<file path="src/rtl/chip8_timers.sv">
// CHIP-8 delay and sound timers: a 60 Hz prescaler drives saturating decrements,
// and a square-wave tone drives the differential speaker pins while ST is non-zero.
module chip8_timers #(
   parameter int CLK_HZ  = 12_000_000,
   parameter int TICK_HZ = 60,
   parameter int TONE_HZ = 440
) (
   input  logic       clk,
   input  logic       rst_n,
   input  logic       dt_we,
   input  logic       st_we,
   input  logic [7:0] wdata,
   output logic [7:0] dt_value,
   output logic [7:0] st_value,
   output logic       tick,
   input  logic       mute,
   output logic       sound_active,
   output logic       speaker,
   output logic       speaker_inv
);

   localparam int TICK_DIV = CLK_HZ / TICK_HZ;
   localparam int HALF     = CLK_HZ / (2 * TONE_HZ);
   localparam int PW       = (TICK_DIV > 1) ? $clog2(TICK_DIV) : 1;
   localparam int TW       = (HALF > 1) ? $clog2(HALF) : 1;
   localparam logic [PW-1:0] PRESC_LAST = PW'(TICK_DIV - 1);
   localparam logic [TW-1:0] TONE_LAST  = TW'(HALF - 1);

   if (TICK_DIV < 2 || HALF < 1) begin : g_badParams
      $error("chip8_timers: TICK_DIV must be >= 2 and HALF must be >= 1");
   end

   logic [PW-1:0] r_presc;
   logic [7:0]    r_dt;
   logic [7:0]    r_st;
   logic          r_sound;
   logic [TW-1:0] r_toneCnt;
   logic          r_phase;
   logic          r_spk;
   logic          r_spkInv;
   logic          w_tick;

   assign w_tick = (r_presc == PRESC_LAST);

   // Free-running prescaler; CPU writes deliberately have no effect on it.
   always_ff @(posedge clk or negedge rst_n) begin
      if (!rst_n) begin
         r_presc <= '0;
      end else if (w_tick) begin
         r_presc <= '0;
      end else begin
         r_presc <= r_presc + 1'b1;
      end
   end

   always_ff @(posedge clk or negedge rst_n) begin
      if (!rst_n) begin
         r_dt <= 8'd0;
         r_st <= 8'd0;
      end else begin
         if (dt_we) begin
            r_dt <= wdata;
         end else if (w_tick && r_dt != 8'd0) begin
            r_dt <= r_dt - 8'd1;
         end
         if (st_we) begin
            r_st <= wdata;
         end else if (w_tick && r_st != 8'd0) begin
            r_st <= r_st - 8'd1;
         end
      end
   end

   // Tone state is held at zero while silent so each beep begins on a fresh half-period.
   always_ff @(posedge clk or negedge rst_n) begin
      if (!rst_n) begin
         r_sound   <= 1'b0;
         r_toneCnt <= '0;
         r_phase   <= 1'b0;
         r_spk     <= 1'b0;
         r_spkInv  <= 1'b0;
      end else begin
         r_sound  <= (r_st != 8'd0);
         r_spk    <= r_sound & ~mute & r_phase;
         r_spkInv <= r_sound & ~mute & ~r_phase;
         if (!r_sound) begin
            r_toneCnt <= '0;
            r_phase   <= 1'b0;
         end else if (r_toneCnt == TONE_LAST) begin
            r_toneCnt <= '0;
            r_phase   <= ~r_phase;
         end else begin
            r_toneCnt <= r_toneCnt + 1'b1;
         end
      end
   end

   assign dt_value     = r_dt;
   assign st_value     = r_st;
   assign tick         = w_tick;
   assign sound_active = r_sound;
   assign speaker      = r_spk;
   assign speaker_inv  = r_spkInv;

endmodule
</file>
<file path="config.mk">
export PLATFORM = sky130hd
export DESIGN_NAME = chip8_timers
export DESIGN_NICKNAME = d
export VERILOG_FILES = /design/src/rtl/chip8_timers.sv
export SDC_FILE = /design/constraint.sdc
export NUM_CORES = 1
export LEC_CHECK = 0
export ABC_AREA = 1
export CAP_MARGIN = 20
export CORE_ASPECT_RATIO = 1.25
export CORE_MARGIN = 10
export CORE_UTILIZATION = 53
export CTS_BUF_LIST = sky130_fd_sc_hd__clkbuf_8
export CTS_CLUSTER_SIZE = 16
export DETAILED_ROUTE_END_ITERATION = 16
export PLACE_DENSITY = 0.78
export SYNTH_ARGS = -nofsm -noshare
export SYNTH_HDL_FRONTEND = slang
export SYNTH_SLANG_ARGS = --single-unit
</file>
<file path="constraint.sdc">
create_clock -name clk -period 1.4 [get_ports clk]
set_input_delay 0.28 -clock clk [delete_from_list [all_inputs] [get_ports clk]]
set_output_delay 0.28 -clock clk [all_outputs]
set_load 0.1 [all_outputs]
</file>
Word level (Yosys, flattened, before mapping) --
Cells that the tools add are included.
Storage, ports and cells: bits in registers 52, input port bits 13, output and inout port bits 20, word-level logic and storage cells 35
Operators by class: add/subtract/negate cells 4, eq/ne operators 3, mux-type cells 9, bitwise logic cells 5, reduce and logical (&&, ||, !) cells 6
Operator list (count):
- $mux W8 | 4
- $mux W14 | 2
- $add A18 B1 Y18 const B | 1
- $eq A18 B18 Y1 const B | 1
- $mux W18 | 1
- $reduce_bool A8 Y1 | 2
- $sub A8 B1 Y8 const B | 2
- $add A14 B1 Y14 const B | 1
- $eq A14 B14 Y1 const B | 1
- $reduce_bool A2 Y1 | 2
- $and A1 B1 Y1 | 3
- $logic_and A1 B1 Y1 | 2
- $mux W1 | 2
- $ne A2 B1 Y1 const B | 1
- $not A1 Y1 | 2

Depth between registers and ports, before layout --
Gate-level depths: netlist (run 1).
word-level depth 4, gate-level depth with buffers 10, depth with buffers taken out 10

Least setup slack after synthesis (run 1) --
OpenSTA, ideal clock, no wires.
kind reg-to-reg, from register r_dt[0], in the netlist dt_value[0], to register r_dt[2], in the netlist dt_value[2], data arrival time 1.864 ns, data required time 1.279 ns, path slack -0.585 ns, stages on the path, launching flop included 9, cells stage by stage dfrtp_1 -> inv_1 -> ha_1 -> inv_1 -> nor2_1 -> o21ai_0 -> o21ai_0 -> nand2_1 -> nand2_1
On the way: cells in the longest elaborated chain, start to end 3
Ends and longest elaborated chain:
- start, declared | line 34 | logic [7:0] r_dt;
- start signal, assigned | line 62 | r_dt <= wdata;
- start signal, assigned | line 64 | r_dt <= r_dt - 8'd1;
- $sub A8 B1 Y8 / $reduce_bool A8 Y1 (equally long branches) | line 64, 63
- $mux W8 / $logic_and A1 B1 Y1 (equally long branches) | line 63 | end else if (w_tick && r_dt != 8'd0) begin
- $mux W8 / $reduce_bool A2 Y1 (equally long branches)
Parallel ways exist; a longest one is shown, timed or not. The select of a mux whose other input is x is not followed. A chain may end at the register's enable or synchronous reset.

Worst setup path in the final report (run 1) --
from register r_presc[0], to output port tick
On the way: cells in the longest elaborated chain, start to end 1
Ends and longest elaborated chain:
- start, declared | line 33 | logic [PW-1:0] r_presc;
- start signal, assigned | line 52 | r_presc <= r_presc + 1'b1;
- $eq A18 B18 Y1 | line 43 | assign w_tick = (r_presc == PRESC_LAST);
- end, declared | line 15 | output logic tick,
Every way passes these cells.

==> impl_metrics.ini, run 1 <==
[status]
status = complete, but fails checks
violations = negative setup slack

[global_route]
antenna_found_initial = 0
grt_max_degree = 53
grt_pass1_wl_mm = 14.9
globalRoute.totalOverflow = 0
grt_pass1_vias = 3326
grt.total_usage_pct = 19.7

[clocking]
cts-root-buf = clkbuf_8
clock-sinks = 52
cts_buffer_depth = 2
cts_tree = built
clkTransAtPathRegs_ns = 0.11
clk_latency_ns = 0.32
cts_buffers = 5
htree_levels = 2

[sta]
setup_viol = 33
fin_skew_ns = 0.00801
slew_viol_final = 0
rsz0062_at_grt = true
worst_pin_slew_ns = 0.498
fmax_mhz = 543
slew_headroom_pct = 66.8
hold_violations = 0
min_period_over_period_pct = 132
setup_ws_ns = -0.441
tns_ns = -6.44
min_period_ns = 1.84

[final_layout]
instances_no_fill = 602
fin_nets = 554
diodes = 0
drive_above_1_share_pct = 32.6
fin_util_pct = 80.8
fillCellCount = 356
syn2layout_area_growth_pct = 50.5

[synthesis]
ys_seq_area_share_pct = 42.2
synth_warnings = 0
yosys.cell_types.count = 27
ys_ff_latch = 52
avgSynthCellArea_um2 = 7.10
synthCells = 434
syn_nets = 453
netlist_area_um2 = 3080

[floorplanning]
die-area_um2 = 9280
io_pins = 33
num_rows = 31
dieHeight_um = 105
initial_utilization_pct = 53.7
die_w_um = 88.2
core_um2 = 5740

[power]
total_power_w = 0.00512
pwr_density_cell_nw_per_um2 = 1100
p_leak_nw = 2.27
ir_drop_uv = 893

[critical_path]
crit_path_cell_trace = ha_2 -> nand2_2 -> nor2_4 -> nand2_4 -> inv_4 -> nand3_4 -> clkinvlp_4 -> buf_12
reg2regPathDepth = 10
crit_arrival_ns = 1.56
worstSetupEndpointType = primary output
critical_path.startpoint_type = flop
critical_path.max_stage_delay_ns = 0.37
cp_max_fo = 2
rrSetupSlack_ns = -0.32
worstReg2RegEnd = st_value[3]$_DFFE_PN0P_
crit_required_ns = 1.12
cp_slowest_cell = dfrtp_1
path_class = flop to primary output
r2r_start = r_presc[0]$_DFF_PN0_

[route]
first_pass_iters = 4
routedWlPerCell_um = 15.4
drtAntennaViolNets = 0
vias = 3290
post_drt_via_cell_ratio = 5.47
postRouteWirelength_mm = 9.25
drc = 0
drtIter0Drc = 230

[hold_path]
hold_path_class = input pin to asynchronous set/reset pin

[job]
maxCapViolCount = 0

[placement]
port_buffers = 32
globalplace.congestion = 0.915
place_inst = 578
dp_hpwl_mm = 6.04
-- cells in the final DEF (no fill, tap or decap), types with 2 or more instances in the layout --
cell type,instances
nand3_4,6
clkdlybuf4s50_1,11
nor3_1,9
dfrtp_1,35
a21oi_1,8
nor2_2,5
nand3_1,37
nand4_1,6
nand2_2,13
buf_6,11
nor3_2,2
nor2_1,55
buf_12,22
clkbuf_8,5
o21ai_1,3
o21ai_0,17
nand2_1,111
buf_4,50
nand3_2,4
inv_2,4
nand2_4,3
xor2_1,11
dfrtp_2,6
inv_4,6
dfrtp_4,11
inv_1,54
ha_4,3
ha_2,2
nand2_8,2
clkinvlp_4,2
nor2_4,9
-- synth_stat cells (all sizes together) --
| cell | count | area, um2 |
|---|---|---|
| or2 | 1 | 6.26 |
| o21bai | 1 | 7.51 |
| a31oi | 1 | 6.26 |
| and3 | 1 | 7.51 |
| nand3 | 45 | 255 |
| nor3b | 1 | 7.51 |
| clkbuf | 3 | 11.3 |
| nor2 | 70 | 302 |
| o21ai | 20 | 100 |
| ha | 6 | 75.1 |
| a21oi | 9 | 45.0 |
| nand4 | 6 | 37.5 |
| nand2 | 129 | 514 |
| xor2 | 11 | 96.3 |
| buf | 1 | 5.00 |
| dfrtp | 52 | 1300 |
| inv | 65 | 244 |
| nor3 | 12 | 60.1 |
-- per-stage QoR --
stage                     setup slack [ns]  hold WS [ns]  instance area (um2)
after detailed placement            -0.119         0.296                 4170
after CTS                           -0.395         0.476                 4480
after floorplan                     -0.239       -0.0156                 3190
after global placement             -0.0926         0.294                 4170
after global routing                -0.525         0.490                 4640
final                               -0.441         0.479                 4640
-- registers in the layout, indices dropped and copies added, names as in the netlist --
signal        count
sound_active      1
st_value          8
r_presc          18
speaker_inv       1
r_phase           1
speaker           1
dt_value          8
r_toneCnt        14
-- worst max-delay path, delay by kind of cell, from the launching register on --
kind,cells,cell delay [ns]
flip-flops,1,0.37
AND/OR/NAND/NOR,4,0.34
adder cells (fa/ha/maj),1,0.20
buffers and inverters,3,0.32
-- metal layers --
layer / track usage (%) / routed length (um) / vias to the layer above
li1: - / - / 1568
met1: 20.5 / 3310 / 1555
met2: 36.8 / 5140 / 131
met3: 3.70 / 465 / 36
met4: 8.33 / 327 / 0
met5: 0 / 0 / -
-- final cells by class --
type / instances / area [um2] / area share, %
sequential: 52 / 1350 / 29.1
clock buffer: 5 / 68.8 / 1.48
inverter: 65 / 263 / 5.66
clock inverter: 3 / 27.5 / 0.593
multi-input combinational: 315 / 1780 / 38.4
tap: 66 / 82.6 / 1.78
timing repair buffer: 96 / 1060 / 23.0
-- worst max-delay path by stage --
stage,start,end,slack [ns],depth (start not counted)
3_5_place_dp,r_presc[0]$_DFF_PN0_,tick,-0.12,8
4_1_cts,r_presc[0]$_DFF_PN0_,tick,-0.39,8
2_1_floorplan,r_presc[0]$_DFF_PN0_,tick,-0.24,7
3_3_place_gp,r_presc[1]$_DFF_PN0_,tick,-0.09,8
6_report,r_presc[0]$_DFF_PN0_,tick,-0.44,8
5_1_grt,r_presc[0]$_DFF_PN0_,tick,-0.53,8
-- report_power, final --
| group | internal [W] | leakage (nW) | total, W | switching [W] |
|---|---|---|---|---|
| clock | 0.000369 | 0.0463 | 0.000943 | 0.000574 |
| combinational | 0.000876 | 1.57 | 0.00223 | 0.00135 |
| sequential | 0.00173 | 0.648 | 0.00195 | 0.000224 |
| total | 0.00297 | 2.27 | 0.00512 | 0.00215 |
-- what timing repair did --
action                                  CTS  global route
pin swaps                                 9            17
hold endpoints to repair                 52             0
cloned                                    2             0
endpoints found under the setup margin   34            47
buffers inserted                          8            11
hold buffers                              1             0
resized for setup                        33            31
-- kinds of logic (layout without fill, tap and decap cells) --
logic type      after synthesis  count (layout)  share of synthesized area [%]
compound gates               31              31                           5.16
flops                        52              52                           42.2
fa+ha+maj                     6               6                           2.44
xor+xnor                     11              11                           3.13
simple gates                265             267                           38.6
buf+inv                      69             169                           8.44
No activity file was read; power rests on OpenSTA's default activity.
==> run 2, diff against run 1 <==
CORE_ASPECT_RATIO = 1.1   (was 1.25)
==> run 2 against run 1 <==
Against the previous run: total power up 0.59%; routed wire length shrank 2.4%; the run still ends with negative setup slack left; non-clock buffer count did not move; largest power group unchanged; sequential share of layout area shrank 0.24 points; maximum frequency is 3.6% lower; via count decreased by 1.1%; utilization rose by 1.3 points; highest routed layer unchanged; flip-flop and latch count unchanged; global-route usage down 1.3 points.
==> impl_metrics.ini, run 2 (same netlist as run 1, synthesis figures left out) <==
[placement]
port_buffers = 32
dp_hpwl_mm = 6.07
place_area_um2 = 4190
dp_slack_ns = -0.134
globalplace.congestion = 0.934

[route]
first_pass_iters = 6
drtIter0Drc = 255
vias = 3255
drtAntennaViolNets = 0
routedWlPerCell_um = 14.7
post_drt_via_cell_ratio = 5.31
postRouteWirelength_mm = 9.03
drc = 0

[critical_path]
crit_required_ns = 1.12
critical_path.startpoint_type = flop
crit_arrival_ns = 1.63
worstSetupEndpointType = primary output
r2r_start = r_presc[0]$_DFF_PN0_
crit_path_cell_trace = nand2_2 -> inv_2 -> nand2_2 -> nor3_4 -> nand3_4 -> clkinvlp_4 -> buf_12
critical_path.max_stage_delay_ns = 0.40
rrSetupSlack_ns = -0.32
crit_path_frequent_cell = nand2_2
cp_top_family = simple AND/OR/NAND/NOR gates
critPathBufInv = 3
worstReg2RegEnd = st_value[6]$_DFFE_PN0P_
cp_max_fo = 4
cp_slowest_cell = dfrtp_1
path_class = flop to primary output
reg2regPathDepth = 11

[clocking]
clkTransAtPathRegs_ns = 0.09
cts_buffers = 5
clock-sinks = 52
cts_tree = built
cts_buffer_depth = 2
htree_levels = 2
clk_latency_ns = 0.31
cts-root-buf = clkbuf_8

[final_layout]
final_common_cell = nand2_1
drive_above_1_share_pct = 33.8
diodes = 0
fin_nets = 554
top_regs = r_presc x18, r_toneCnt x14
syn2layout_area_growth_pct = 51.8
final_cell_mix = nand2_1, inv_1, nor2_1
largest-register = r_presc
largest_register_ffs = 18
finalInstanceArea_um2 = 4680

[sta]
rsz0062_at_grt = true
worst_pin_slew_ns = 0.427
min_period_ns = 1.91
hold_violations = 0
setup_ws_ns = -0.511
min_period_over_period_pct = 136
setup_viol = 29
slew_headroom_pct = 71.5
slew_viol_final = 0
fin_skew_ns = 0.0135
fmax_mhz = 523

[hold_path]
hold_path_class = input pin to asynchronous set/reset pin

[power]
total_power_w = 0.00515
pwr_density_cell_nw_per_um2 = 1100
p_leak_nw = 2.26
ir_drop_uv = 787

[global_route]
grt_pass1_wl_mm = 14.1
globalRoute.totalOverflow = 0
grt_max_degree = 53
grt_pass1_vias = 3088
antenna_found_initial = 0
grt.total_usage_pct = 18.4

[floorplanning]
dieHeight_um = 100
initial_utilization_pct = 54.1
io_pins = 33
core_um2 = 5700
die_w_um = 92.7
die-area_um2 = 9270
num_rows = 29

[status]
status = complete, but fails checks
violations = negative setup slack

[job]
maxCapViolCount = 0
## run 2: cell types whose count changed in the layout (fill, tap and decap cells not counted), moves of 2 or more
| cell | change |
|---|---|
| buf_6 | +2 |
| nor3_2 | -2 |
| o21ai_1 | -3 |
| nand2_2 | +4 |
| o21ai_0 | +2 |
| nor2_1 | -2 |
| nand3_2 | +2 |
| nor3_4 | +2 |
| nand2_1 | -3 |
## run 2: what timing repair did
action | CTS | global route
endpoints found under the hold margin | 52 | 0
setup endpoints to repair | 38 | 49
hold buffers | 1 | 0
buffers inserted | 3 | 10
gates cloned | 2 | 0
resized for setup | 25 | 44
pin swaps | 7 | 25
## run 2: how the worst max path moves through the flow
| stage | from | endpoint | slack [ns] | cells after the start |
|---|---|---|---|---|
| finish | r_presc[11]$_DFF_PN0_ | tick | -0.51 | 7 |
| global route | r_presc[15]$_DFF_PN0_ | tick | -0.57 | 6 |
| CTS | r_presc[0]$_DFF_PN0_ | tick | -0.42 | 8 |
| detailed placement | r_presc[0]$_DFF_PN0_ | tick | -0.13 | 8 |
| global placement | r_presc[1]$_DFF_PN0_ | tick | -0.1 | 8 |
| floorplan | r_presc[0]$_DFF_PN0_ | tick | -0.24 | 7 |
## run 2: through the flow
stage,std cells,TNS (ns),hold WS (ns),util [%]
3_3_place_gp,591,-0.855,0.291,73.6
4_1_cts,605,-3.50,0.501,78.1
3_5_place_dp,591,-2.14,0.291,73.6
5_1_grt,613,-10.43,0.506,82.1
6_report,613,-7.24,0.484,82.1
2_1_floorplan,434,-0.753,-0.0156,-
## run 2: layer usage
layer,up-vias,GRT usage [%],share of wire (%)
met3,23,3.81,7.0
met4,0,5.94,2.4
met5,-,0,0
met1,1531,21.9,39
met2,140,32.4,52
li1,1561,-,-
## run 2: layout make-up
cell class | count | area [um2]
clock buffers | 5 | 68.8
clock inverters | 3 | 42.5
fillers | 318 | 1020
inverters | 65 | 263
multi-input cells | 315 | 1800
flip-flops and latches | 52 | 1350
well taps | 77 | 96.3
repair buffers | 96 | 1060
## run 2: report_power, final
part,internal (W),total [W],switching [W]
Combinational,0.000814,0.00214,0.00132
Clock,0.000534,0.00104,0.000510
Sequential,0.00173,0.00197,0.000242
Total,0.00308,0.00515,0.00208
## run 2: worst register-to-register path, stage by stage (launching register included)
cell and delay, ns:
dfrtp_1 0.37, ha_2 0.19, nand2_2 0.07, nor2_4 0.10
nand2_4 0.07, buf_6 0.12, buf_6 0.12, nor2_8 0.20
nand3_4 0.15, nand2_4 0.15, nand2_1 0.07, nand2_1 0.06
